==> src/rtl/dmem_arbiter.sv <==
// Data-memory port arbiter: the pipeline has priority and the loader is served in idle MEM cycles.
// A starved loader forces a one-cycle pipeline stall. Define DMEM_ARB_STATS_EN to add the statistics counters.
module dmem_arbiter #(
  parameter int STARVE_LIMIT = 8,
  parameter int CNT_W        = 8
) (
  input  logic             clk,
  input  logic             rst,
  input  logic             p_read,
  input  logic             p_write,
  input  logic [31:0]      p_addr,
  input  logic [31:0]      p_wdata,
  output logic [31:0]      p_rdata,
  output logic             p_stall,
  input  logic             l_req,
  input  logic             l_we,
  input  logic [31:0]      l_addr,
  input  logic [31:0]      l_wdata,
  output logic             l_ack,
  output logic [31:0]      l_rdata,
  output logic [31:0]      mem_addr,
  output logic [31:0]      mem_wdata,
  output logic             mem_read,
  output logic             mem_write,
  input  logic [31:0]      mem_rdata,
  output logic             loader_grant
`ifdef DMEM_ARB_STATS_EN
  ,
  output logic [CNT_W-1:0] stat_loader_acc,
  output logic [CNT_W-1:0] stat_forced
`endif
);

  localparam logic [1:0] ARB   = 2'd0;
  localparam logic [1:0] FORCE = 2'd1;
  localparam logic [1:0] ACK   = 2'd2;
  localparam logic [CNT_W-1:0] LIMIT_M1 = CNT_W'(STARVE_LIMIT - 1);

  logic [1:0]       state, nextState;
  logic [CNT_W-1:0] waitCnt;
  logic             pipeReq, loaderGrant, blocked;

  assign pipeReq = p_read | p_write;
  assign blocked = (state == ARB) && pipeReq && l_req;

  // Grant is masked by reset so a held reset never lets the loader touch memory.
  assign loaderGrant = rst && ((state == FORCE) || ((state == ARB) && !pipeReq && l_req));

  always_comb begin
    mem_addr     = loaderGrant ? l_addr  : p_addr;
    mem_wdata    = loaderGrant ? l_wdata : p_wdata;
    mem_read     = loaderGrant ? !l_we   : p_read;
    mem_write    = loaderGrant ? l_we    : p_write;
    p_rdata      = mem_rdata;
    p_stall      = (state == FORCE);
    l_ack        = (state == ACK);
    loader_grant = loaderGrant;
  end

  always_comb begin
    nextState = ARB;
    case (state)
      ARB: begin
        if (!pipeReq && l_req)                nextState = ACK;
        else if (blocked && waitCnt == LIMIT_M1) nextState = FORCE;
        else                                  nextState = ARB;
      end
      FORCE:   nextState = ACK;
      ACK:     nextState = ARB;
      default: nextState = ARB;
    endcase
  end

  always_ff @(posedge clk or negedge rst) begin
    if (!rst) begin
      state   <= ARB;
      waitCnt <= '0;
      l_rdata <= '0;
    end else begin
      state <= nextState;
      // A dropped request in ARB abandons the accumulated wait.
      if (loaderGrant || state == ACK || (state == ARB && !l_req))
        waitCnt <= '0;
      else if (blocked && waitCnt != '1)
        waitCnt <= waitCnt + CNT_W'(1);
      if (loaderGrant && !l_we)
        l_rdata <= mem_rdata;
    end
  end

`ifdef DMEM_ARB_STATS_EN
  always_ff @(posedge clk or negedge rst) begin
    if (!rst) begin
      stat_loader_acc <= '0;
      stat_forced     <= '0;
    end else begin
      if (state == ACK && stat_loader_acc != '1)
        stat_loader_acc <= stat_loader_acc + CNT_W'(1);
      if (state != FORCE && nextState == FORCE && stat_forced != '1)
        stat_forced <= stat_forced + CNT_W'(1);
    end
  end
`endif

endmodule

==> config.mk <==
export PLATFORM = sky130hd
export DESIGN_NAME = dmem_arbiter
export DESIGN_NICKNAME = d
export VERILOG_FILES = /design/src/rtl/dmem_arbiter.sv
export SDC_FILE = /design/constraint.sdc
export NUM_CORES = 1
export LEC_CHECK = 0
export CAP_MARGIN = 5
export CORE_AREA = 2 2 116 118
export DETAILED_ROUTE_END_ITERATION = 12
export DIE_AREA = 0 0 118 120
export PLACE_DENSITY = 0.76
export SYNTH_ARGS = -nofsm -noshare
export SYNTH_HDL_FRONTEND = slang
export SYNTH_SLANG_ARGS = --single-unit
export TNS_END_PERCENT = 20
==> constraint.sdc <==
create_clock -name clk -period 1.5 [get_ports clk]
set_clock_uncertainty 0.1 [all_clocks]
set_input_delay 0.15 -clock clk [delete_from_list [all_inputs] [get_ports clk]]
set_output_delay 0.15 -clock clk [all_outputs]
set_load 0.01 [all_outputs]
== Yosys cells after proc, flatten, opt, wreduce, memory -nomap -nowiden ==
Index checks and enable logic that the tools add are counted.

* Bits of input ports: 166
* Register bits after elaboration: 42
* Logic and storage cells: 36

* Eq/ne operators: 4
* Multiplexer cells: 9
* Reductions and logical operators: 18
* Bitwise operators: 1
* Add/sub/neg operators: 1

{| class="wikitable"
|+ Operators by type and width
! cell !! count
|-
| 2-to-1 mux 32 bit || 2
|-
| 2-to-1 mux 8 bit || 2
|-
| logical AND 1 bit || 10
|-
| adder 8 x 1 -> 8 bit (second input constant) || 1
|-
| equality test 8 x 3 -> 1 bit (second input constant) || 1
|-
| inequality test 8 bit (second input constant) || 1
|-
| case mux 2 bit (2 select lines) || 1
|-
| zero test 1 bit || 3
|-
| logical OR 1 bit || 3
|-
| 2-to-1 mux 1 bit || 3
|-
| equality test 2 x 1 -> 1 bit (second input constant) || 1
|-
| equality test 2 bit (second input constant) || 1
|-
| zero test 2 bit || 1
|-
| 2-to-1 mux 2 bit || 1
|-
| nonzero test 2 bit || 1
|-
| bitwise OR 1 bit || 1
|}

== Longest topological paths before layout ==
* Word-level depth: 9
* Depth in mapped cells: 5
* Gate-level depth less buffers: 4

== Worst setup path before layout ==
No wires, ideal clock.

* Path kind: register to output
* Start: reg state[1]
* End: out mem_addr[24]
* Stages on the path, launching flop included: 6
* Data arrival time: 1363 ps
* Setup slack: -113 ps
* Path through: dfrtp_1 > nand2b_4 > o21bai_4 > buf_6 > buf_8 > mux2_4

* Cells in the longest elaborated chain, start to end: 6
* Elaborated cells on any way between the ends: 7
* Those cells by class: eq/ne (1); mux (1); reduce/logical (5)

{| class="wikitable"
|+ RTL lines
! element !! RTL line !! RTL
|-
| start: declaration || 39 || <nowiki>logic [1:0] state, nextState;</nowiki>
|-
| start signal: assignment || 80 || <nowiki>state <= nextState;</nowiki>
|-
| zero test 2 bit || 47 || <nowiki>assign loaderGrant = rst && ((state == FORCE) || ((state == ARB) && !pipeReq && l_req));</nowiki>
|-
| logical AND 1 bit (2 in series) || 47 ||
|-
| logical OR 1 bit * || 47 ||
|-
| logical AND 1 bit * || 47 ||
|-
| 2-to-1 mux 32 bit * || 50 || <nowiki>mem_addr = loaderGrant ? l_addr : p_addr;</nowiki>
|-
| end: declaration || 21 || <nowiki>output logic [31:0] mem_addr,</nowiki>
|}

Every way passes the cells marked *; elsewhere a longest branch is shown, timed or not.

== Final worst setup path ==
* Start: reg state[1]
* End: out mem_wdata[4]

* Cells in the longest elaborated chain, start to end: 6
* Elaborated cells on any way between the ends: 7
* Those cells by class: eq/ne (1); mux (1); reduce/logical (5)

{| class="wikitable"
|+ RTL lines
! element !! RTL line !! RTL
|-
| zero test 2 bit || 47 ||
|-
| logical AND 1 bit (2 in series) || 47 ||
|-
| logical OR 1 bit * || 47 ||
|-
| logical AND 1 bit * || 47 ||
|-
| 2-to-1 mux 32 bit * || 51 || <nowiki>mem_wdata = loaderGrant ? l_wdata : p_wdata;</nowiki>
|-
| end: declaration || 22 || <nowiki>output logic [31:0] mem_wdata,</nowiki>
|}

Marks and branches as above.

==> metrics.cfg <==
[power_and_ir_drop]
power.total_mw = 4.717
power.leakage_nw = 2.926
vdd_drop_max_v = 0.0005465
cellPowerDensity_nw_per_um2 = 713.9

[final_layout]
drive_gt1_share_pct = 41.88
nets = 708
fin_util_pct = 50.90
fill_cells = 1172
area.growth.synth_to_final_pct = 116.1

[route]
drc = 0
drt_iter0_drc = 138
vias_per_cell = 4.364
num_vias = 3138
post_drt_wl_per_cell_um = 17.76
drtAntennaViolNets = 0
firstDrtPassIters = 4
routed_wl_mm = 12.77

[timing]
setup_ws_ns = -0.5410
setup_viol = 104
tightestPinTransition_ns = 0.5475
hold_viol_final = 0
final.setup.tns_ns = -33.75
max_freq_mhz = 490.0
relSlewSlack_pct = 63.50
rsz0062_at_grt = yes
slew_violations = 0
min_period_ns = 2.041
fin_crit_sh_pct = 136.1

[die]
die_area_sq_um = 14160
fp.coreArea_sq_um = 12980
start_util_pct = 23.55
num_io_pins = 299
die_h_um = 120
rows = 42
die_w_um = 118

[clock_tree]
htreeDepth = 2
hold_buffers = 0
cts_sinks = 42
numCtsBuffers = 5
clock_latency_ns = 0.28
cts.reportedPaths.clkPinSlew_ns = 0.06
clockBufferDepth = 2
cts_root_buffer = clkbuf_16
cts_tree = built

[global_routing]
grt_pass1_wl_mm = 18.45
met1_usage_pct = 17.20
grt_overflow_total = 0
globalRouteMet2Util_pct = 32.56
grtUsageTotal_pct = 16.41
grt.busiest_layer = met2
grt_max_degree = 43
first_global_vias = 3357
grt_util_met3_pct = 4.183
antenna_found_initial = 1

[synth]
synth_top_family_by_area = multiplexers
yosysUniqueCellTypes = 40
seq_area_frac_synth_pct = 34.38
synthCells = 246
syn-num-nets = 413
muxShareOfSynthArea_pct = 40.40
synth-xor-area-share_pct = 0
synth-compound-area-share_pct = 5.853
yosys_warnings = 0
synth_adder_area_share_pct = 0.4093
avgSynthCellArea_sq_um = 12.43
synthFlopType = dfrtp_1
synth-seq-cells = 42
synth-edff-count = 0
synthArstFlopShare_pct = 100.0
yosys.area_share.simple_pct = 6.508
synthesis.area_sq_um = 3057

[placement]
place.gp.congestion = 0.7673
place_ws_ns = -0.8288
numPortBuffers = 298
dp_hpwl_mm = 9.785

[run_status]
status = finished with violations
violations = setup timing

[job]
max_cap_violations = 0

[critical_path]
endpoint_kind = output pin
required_ns = 1.25
cp_max_fo = 9
crit_type = reg2out
start_kind = register
worstPathArrival_ns = 1.79

[min_path]
holdCritPathClass = in2async

[metal layers]
metal  share of wire (%)  wire, um  vias up
li1                    -         -     1459
met1                  36      4599     1510
met2                  56      7108      159
met3                 6.7       858       10
met4                 1.6       202        0
met5                   0         0        -
[cell usage in the layout (no fill, tap or decap), types with 3 or more instances in the layout]
master	count
mux2_4	35
a211oi_2	3
buf_16	3
and3_1	4
buf_4	22
mux2_2	62
a31oi_1	4
dfrtp_1	42
buf_2	16
nor2_1	5
clkdlybuf4s50_1	226
inv_1	5
mux2i_1	3
buf_12	4
nor2b_1	3
buf_6	60
clkbuf_16	7
[cell type report]
type                            count  area [sq um]  share of cell area [%]
Antenna cell                        1         2.502                 0.03788
Timing Repair Buffer              335          3413                   51.67
Multi-Input combinational cell    152          1734                   26.25
Tap cell                          176         220.2                   3.333
Clock buffer                        6         128.9                   1.951
Sequential cell                    42          1051                   15.91
Inverter                            5         18.77                  0.2841
Clock inverter                      2         37.54                  0.5682
[flip-flops by register name (all words and copies together) (netlist names)]
register / cells
l_rdata: 32
state: 2
waitCnt: 8
[logic make-up (layout without fill, tap and decap cells)]
kind of cell    count (synthesis)  in the layout
simple gates                   30             30
mux                           100            100
compound gates                 21             21
fa+ha+maj                       1              1
other cells                     0              1
buf+inv                        52            348
flops                          42             42
[power breakdown]
| part | internal [mW] | switching [mW] | leakage [nW] | total, mW |
|---|---|---|---|---|
| sequential | 1.35 | 0.111 | 0.531 | 1.47 |
| combinational | 1.36 | 0.675 | 2.32 | 2.04 |
| clock | 0.786 | 0.426 | 0.0771 | 1.21 |
[timing repair]
item / in CTS / in global routing
setup buffers: 4 / 4
endpoints found under the setup margin: 109 / 107
pin swaps: 6 / 4
resized for setup: 350 / 16
cloned: 3 / 2
[Yosys cell counts, types with 2 or more instances]
library cell,count,share of area (%)
mux2_2,67,25
dfrtp_1,42,34
buf_4,35,8.6
mux2_4,30,15
a31oi_1,5,1.0
inv_1,5,0.61
nor2_1,5,0.61
a211oi_1,4,0.98
and3_1,4,0.82
buf_2,4,0.65
buf_8,3,1.5
clkbuf_1,3,0.37
mux2i_1,3,0.98
nor2b_1,3,0.61
a311oi_1,2,0.57
and2_1,2,0.41
buf_6,2,0.74
nand3_1,2,0.33
nand4_1,2,0.41
nor4_1,2,0.41
o221ai_1,2,0.57
[worst max-delay path: stages, from the launching register on]
cell and delay, ns:
dfrtp_1 0.39, nand2b_4 0.15, o21bai_4 0.22, buf_6 0.17
buf_16 0.15, mux2_4 0.30, buf_6 0.12
[final timing paths]
check | slack (ns) | cells past startpoint | from | endpoint
min | 0.02 | 3 | rst | state[1]$_DFF_PN0_
min reg2reg | 0.40 | 1 | l_rdata[27]$_DFFE_PN0P_ | l_rdata[27]$_DFFE_PN0P_
max in group asynchronous | 0.88 | 3 | rst | l_rdata[23]$_DFFE_PN0P_
min in group clk | 0.40 | 1 | l_rdata[27]$_DFFE_PN0P_ | l_rdata[27]$_DFFE_PN0P_
max | -0.54 | 6 | state[1]$_DFF_PN0_ | mem_wdata[4]
max reg2reg | -0.13 | 5 | state[0]$_DFF_PN0_ | waitCnt[7]$_DFFE_PN0P_
[stage by stage]
step	hold slack, ns	instances	instance area, sq um
finish	0.01747	719	6606
global route	0.07691	719	6606
CTS	0.06273	714	6489
detailed placement	0.3598	699	6121
global placement	0.3533	699	6121
floorplan	-0.2456	246	3057
Note: power is estimated with default switching activity, not from simulation.
